`src/rtl/fm_row_packer.sv`:
```
`default_nettype none
// ============================================================================
// Module   : fm_row_packer
// Purpose  : Packs a stream of feature-map words into 1024-bit rows and writes
//            each completed row to a BRAM port A, one row address per row.
// Revision : 1.0 - initial release
// ============================================================================
module fm_row_packer #(
   parameter int WORD_W        = 32,
   parameter int WORDS_PER_ROW = 32,
   parameter int ROWS          = 32
) (
   input  logic                            clk,
   input  logic                            rst,
   input  logic                            frame_start,
   input  logic                            in_valid,
   input  logic [WORD_W-1:0]               in_data,
   output logic                            in_ready,
   output logic                            fm_bram_ena,
   output logic                            fm_bram_wea,
   output logic [4:0]                      fm_bram_addra,
   output logic [WORD_W*WORDS_PER_ROW-1:0] fm_bram_dina,
   output logic                            busy,
   output logic                            frame_done
);

   localparam int c_ROW_W = WORD_W * WORDS_PER_ROW;
   localparam int c_CNT_W = (WORDS_PER_ROW > 1) ? $clog2(WORDS_PER_ROW) : 1;
   localparam logic [c_CNT_W-1:0] c_LAST_WORD = c_CNT_W'(WORDS_PER_ROW - 1);
   localparam logic [c_CNT_W-1:0] c_CNT_ONE   = c_CNT_W'(1);
   localparam logic [4:0]         c_LAST_ROW  = 5'(ROWS - 1);

   typedef enum logic [1:0] {
      S_IDLE  = 2'd0,
      S_FILL  = 2'd1,
      S_WRITE = 2'd2,
      S_DONE  = 2'd3
   } state_t;

   state_t               r_state;
   logic [4:0]           r_row;
   logic [c_CNT_W-1:0]   r_word_cnt;
   logic [c_ROW_W-1:0]   r_row_data;
   logic [c_ROW_W-1:0]   w_row_merged;
   logic                 w_accept;

   // in_ready is registered high exactly while in FILL, so it doubles as the state qualifier
   assign w_accept = in_valid & in_ready;

   always_comb begin
      w_row_merged = r_row_data;
      w_row_merged[int'(r_word_cnt) * WORD_W +: WORD_W] = in_data;
   end

   // Outputs are registered alongside the state: each transition sets the outputs of the state it enters
   always_ff @(posedge clk) begin
      if (rst) begin
         r_state       <= S_IDLE;
         r_row         <= '0;
         r_word_cnt    <= '0;
         r_row_data    <= '0;
         in_ready      <= 1'b0;
         fm_bram_ena   <= 1'b0;
         fm_bram_wea   <= 1'b0;
         fm_bram_addra <= '0;
         fm_bram_dina  <= '0;
         busy          <= 1'b0;
         frame_done    <= 1'b0;
      end else begin
         case (r_state)
            S_IDLE: begin
               if (frame_start) begin
                  r_state    <= S_FILL;
                  r_row      <= '0;
                  r_word_cnt <= '0;
                  in_ready   <= 1'b1;
                  busy       <= 1'b1;
               end
            end
            S_FILL: begin
               if (w_accept) begin
                  r_row_data <= w_row_merged;
                  if (r_word_cnt == c_LAST_WORD) begin
                     r_word_cnt    <= '0;
                     r_state       <= S_WRITE;
                     in_ready      <= 1'b0;
                     fm_bram_ena   <= 1'b1;
                     fm_bram_wea   <= 1'b1;
                     fm_bram_addra <= r_row;
                     fm_bram_dina  <= w_row_merged;
                  end else begin
                     r_word_cnt <= r_word_cnt + c_CNT_ONE;
                  end
               end
            end
            S_WRITE: begin
               fm_bram_ena <= 1'b0;
               fm_bram_wea <= 1'b0;
               if (r_row == c_LAST_ROW) begin
                  r_state    <= S_DONE;
                  frame_done <= 1'b1;
               end else begin
                  r_row    <= r_row + 5'd1;
                  r_state  <= S_FILL;
                  in_ready <= 1'b1;
               end
            end
            S_DONE: begin
               frame_done <= 1'b0;
               busy       <= 1'b0;
               r_state    <= S_IDLE;
            end
            default: r_state <= S_IDLE;
         endcase
      end
   end

endmodule
`default_nettype wire

```
`config.mk`:
```
export PLATFORM = sky130hd
export DESIGN_NAME = fm_row_packer
export DESIGN_NICKNAME = d
export VERILOG_FILES = /design/src/rtl/fm_row_packer.sv
export SDC_FILE = /design/constraint.sdc
export NUM_CORES = 2
export LEC_CHECK = 0
export ABC_CLOCK_PERIOD_IN_PS = 10600
export CORE_ASPECT_RATIO = 0.5
export CORE_MARGIN = 4
export CORE_UTILIZATION = 60
export CTS_CLUSTER_SIZE = 12
export DETAILED_ROUTE_END_ITERATION = 10
export PLACE_DENSITY = 0.85
export SETUP_SLACK_MARGIN = 0.4
export SKIP_CTS_REPAIR_TIMING = 1
export SLEW_MARGIN = 20
export SYNTH_ARGS = -nofsm -noshare
export SYNTH_HDL_FRONTEND = slang
export SYNTH_SLANG_ARGS = --single-unit
```
`constraint.sdc`:
```
create_clock -name clk -period 10.6 [get_ports clk]
set_clock_uncertainty 0.05 [all_clocks]
set_input_delay 3.18 -clock clk [delete_from_list [all_inputs] [get_ports clk]]
set_output_delay 3.18 -clock clk [all_outputs]
set_load 0.05 [all_outputs]
```
==> flow_summary.yaml <==
logic_synthesis:
  synthMuxAreaShare_pct: 8.94
  ys.flop_type: "dfxtp_1"
  synthXorXnorAreaFrac_pct: 0.0404
  synth.avg_cell_area_sq_um: 9.67
  yosysWarnings: 0
  ys_types: 64
  syn-num-nets: 9004
  netlist_area_sq_um: 86600
  async_flop_share_pct: 0
  yosys.area_share.adder_pct: 0.0867
  yosys.area_share.simple_pct: 13.8
  synth_compound_area_share_pct: 24.1
  synth_edf_count: 0
  netlist_instances: 8962
  seq_area_frac_synth_pct: 47.8
  synth_top_family_by_area: "compound AO/OA/AOI/OAI gates"
  ys_ff_latch: 2069
worst_hold_path:
  min_path_type: "register to register"
timing:
  rsz0062_at_grt: "no"
  hold_viol_final: 0
  tightest_slew_ps: 1230
  post-route-period-util_pct: 57.5
  timing.hold.ws_ps: 407
  drv_slew: 0
  setup_viol: 0
  relSlewSlack_pct: 17.2
  period_needed_ps: 6100
  max_freq_ghz: 0.164
  tns_ps: 0
clocking:
  cts.sinks: 2069
  cts_buffers: 199
  htreeDepth: 4
  cts_tree: "built"
  clk_latency_ps: 850
  clk_pin_slew_worst_paths_ps: 60
  clock-root-buffer: "clkbuf_16"
  cts_buffer_depth: 4
status:
  status: "complete, no violations"
floorplan:
  pin_count: 1070
  dieHeight_microns: 277
  num_rows: 98
  die_w_microns: 545
  coreArea_sq_um: 143000
  die_area_sq_um: 151000
  start_util_pct: 60.5
route:
  wl_per_cell_microns: 30.0
  drt_wl_total_mm: 337
  drc: 0
  antenna_left: 0
  vias: 79900
  drt-initial-drc-count: 12900
  drtPass1Iterations: 7
  viasPerCell: 7.11
critical_path:
  crit_family: "simple AND/OR/NAND/NOR gates"
  worstPathBufferInverterCount: 2
  startpoint_type: "input pin"
  path_max_fanout: 60
  critical_path_class: "input pin to register"
  slowest_stage: "or4_2"
  end_kind: "register"
  arrival_ps: 6780
  cp.required_ps: 11290
  critical-path-max-stage-delay_ps: 1300
  worstPathCellList: "clkdlybuf4s50_1, and4b_2, buf_4, nand2_4, or4_2, mux2i_1"
pwr:
  leakage_nw: 36.5
  max-vdd-ir-drop_mv: 0.110
  p_per_area_nw_per_um2: 143
grt:
  antenna_found_initial: 13
  grt_pass1_wl_mm: 490
  groute.usage.overall_pct: 41.9
  grt_max_degree: 236
  grt_pass1_vias: 73200
  grt_overflow: 0
placement:
  place_inst: 11000
  post-dp-hpwl_mm: 212
  place.gp.congestion: 0.937
  dpl_cell_area_sq_um: 97200
  port_buffers: 1069
layout:
  layout.area.seq_sq_um: 41400
  fin_util_pct: 71.5
  area_growth_pct: 18.2
  fin_area_sq_um: 102000
  multi_input_comb_area_sq_um: 41300
  fill_cells: 10300
  fin_cells: 11200
  final_nets: 9345
  drive_above_1_share_pct: 13.6
job:
  maxCapViolCount: 0
-- kinds of logic (layout without fill, tap and decap cells) --
logic type | after synthesis | after routing
flops | 2069 | 2069
fa+ha+maj | 6 | 6
buf+inv | 1101 | 1459
simple gates | 2495 | 2495
xor+xnor | 4 | 4
compound gates | 2514 | 2514
other cells | 0 | 13
mux | 773 | 773
-- layout by cell type, fill, tap and decap left out, types with 131 or more instances in the layout --
master	n
a21oi_1	145
nand3_1	343
dfxtp_1	2068
mux2i_1	769
o21a_1	705
nor2_1	354
o21ai_0	335
clkdlybuf4s50_1	1051
or3_1	131
nor3_1	198
a31o_2	192
o221a_2	580
nor4_1	193
nand2_1	983
clkbuf_16	202
buf_4	154
-- worst paths after layout --
path	start	endpoint	slack [ps]	depth (start not counted)
setup reg to reg	r_word_cnt[0]	r_row_data[499]	5110	10
hold / removal	r_row_data[329]	r_row_data[329]	410	2
hold reg to reg	r_row_data[329]	r_row_data[329]	410	2
setup / recovery	in_valid	r_row_data[499]	4500	6
-- report_power, final --
part / internal [mW] / switching, mW
logic: 0.0757 / 0.475
registers: 7.78 / 0.00740
clock network: 3.37 / 2.93
total: 11.2 / 3.41
-- layer usage --
layer	global-route usage [%]	vias to the layer above	part of all wire, %
met3	12.6	1289	13
li1	-	34000	-
met5	0	-	0.0074
met1	54.1	38600	37
met2	59.3	5989	41
met4	31.0	4	9.0
-- per-stage QoR --
step                worst slack (ps)  power (mW)
floorplan                       5660        8.27
global placement                3880        8.47
detailed placement              3860        8.47
CTS                             4650        14.6
global route                    4500        14.9
finish                          4500        14.6
-- final cells by class --
| cell class | count | area share (%) |
|---|---|---|
| antenna | 13 | 0.0318 |
| clock buffer | 212 | 4.98 |
| clock inverter | 6 | 0.0672 |
| inverter | 5 | 0.0257 |
| multi-input combinational | 5792 | 40.4 |
| sequential | 2069 | 40.5 |
| tap | 1900 | 2.32 |
| timing repair buffer | 1236 | 11.8 |
-- Yosys cell counts (all sizes together), types with 75 or more instances --
cell type | n | area, sq um
a211oi | 82 | 626
a21oi | 146 | 731
a311oi | 130 | 1140
a31o | 192 | 1680
buf | 200 | 1090
clkbuf | 896 | 3360
dfxtp | 2069 | 41400
mux2i | 771 | 7720
nand2 | 987 | 3700
nand3 | 356 | 1780
nand4 | 75 | 469
nor2 | 355 | 1330
nor3 | 204 | 1030
nor4 | 197 | 1290
o21a | 707 | 5310
o21ai | 341 | 1710
o221a | 705 | 7940
or3 | 135 | 845
-- tightest hold or removal path, cell delays in order (launching register included) --
cell and delay, ps:
dfxtp_1 300, nand2_1 50, mux2i_1 50
-- state kept, by name (all words and copies together), names as in the netlist --
signal and cells:
busy 1, fm_bram_addra 5, fm_bram_dina 1024, fm_bram_wea 1, frame_done 1, in_ready 1
r_row 5, r_row_data 1024, r_state 2, r_word_cnt 5
Note: power is estimated with default switching activity, not from simulation.
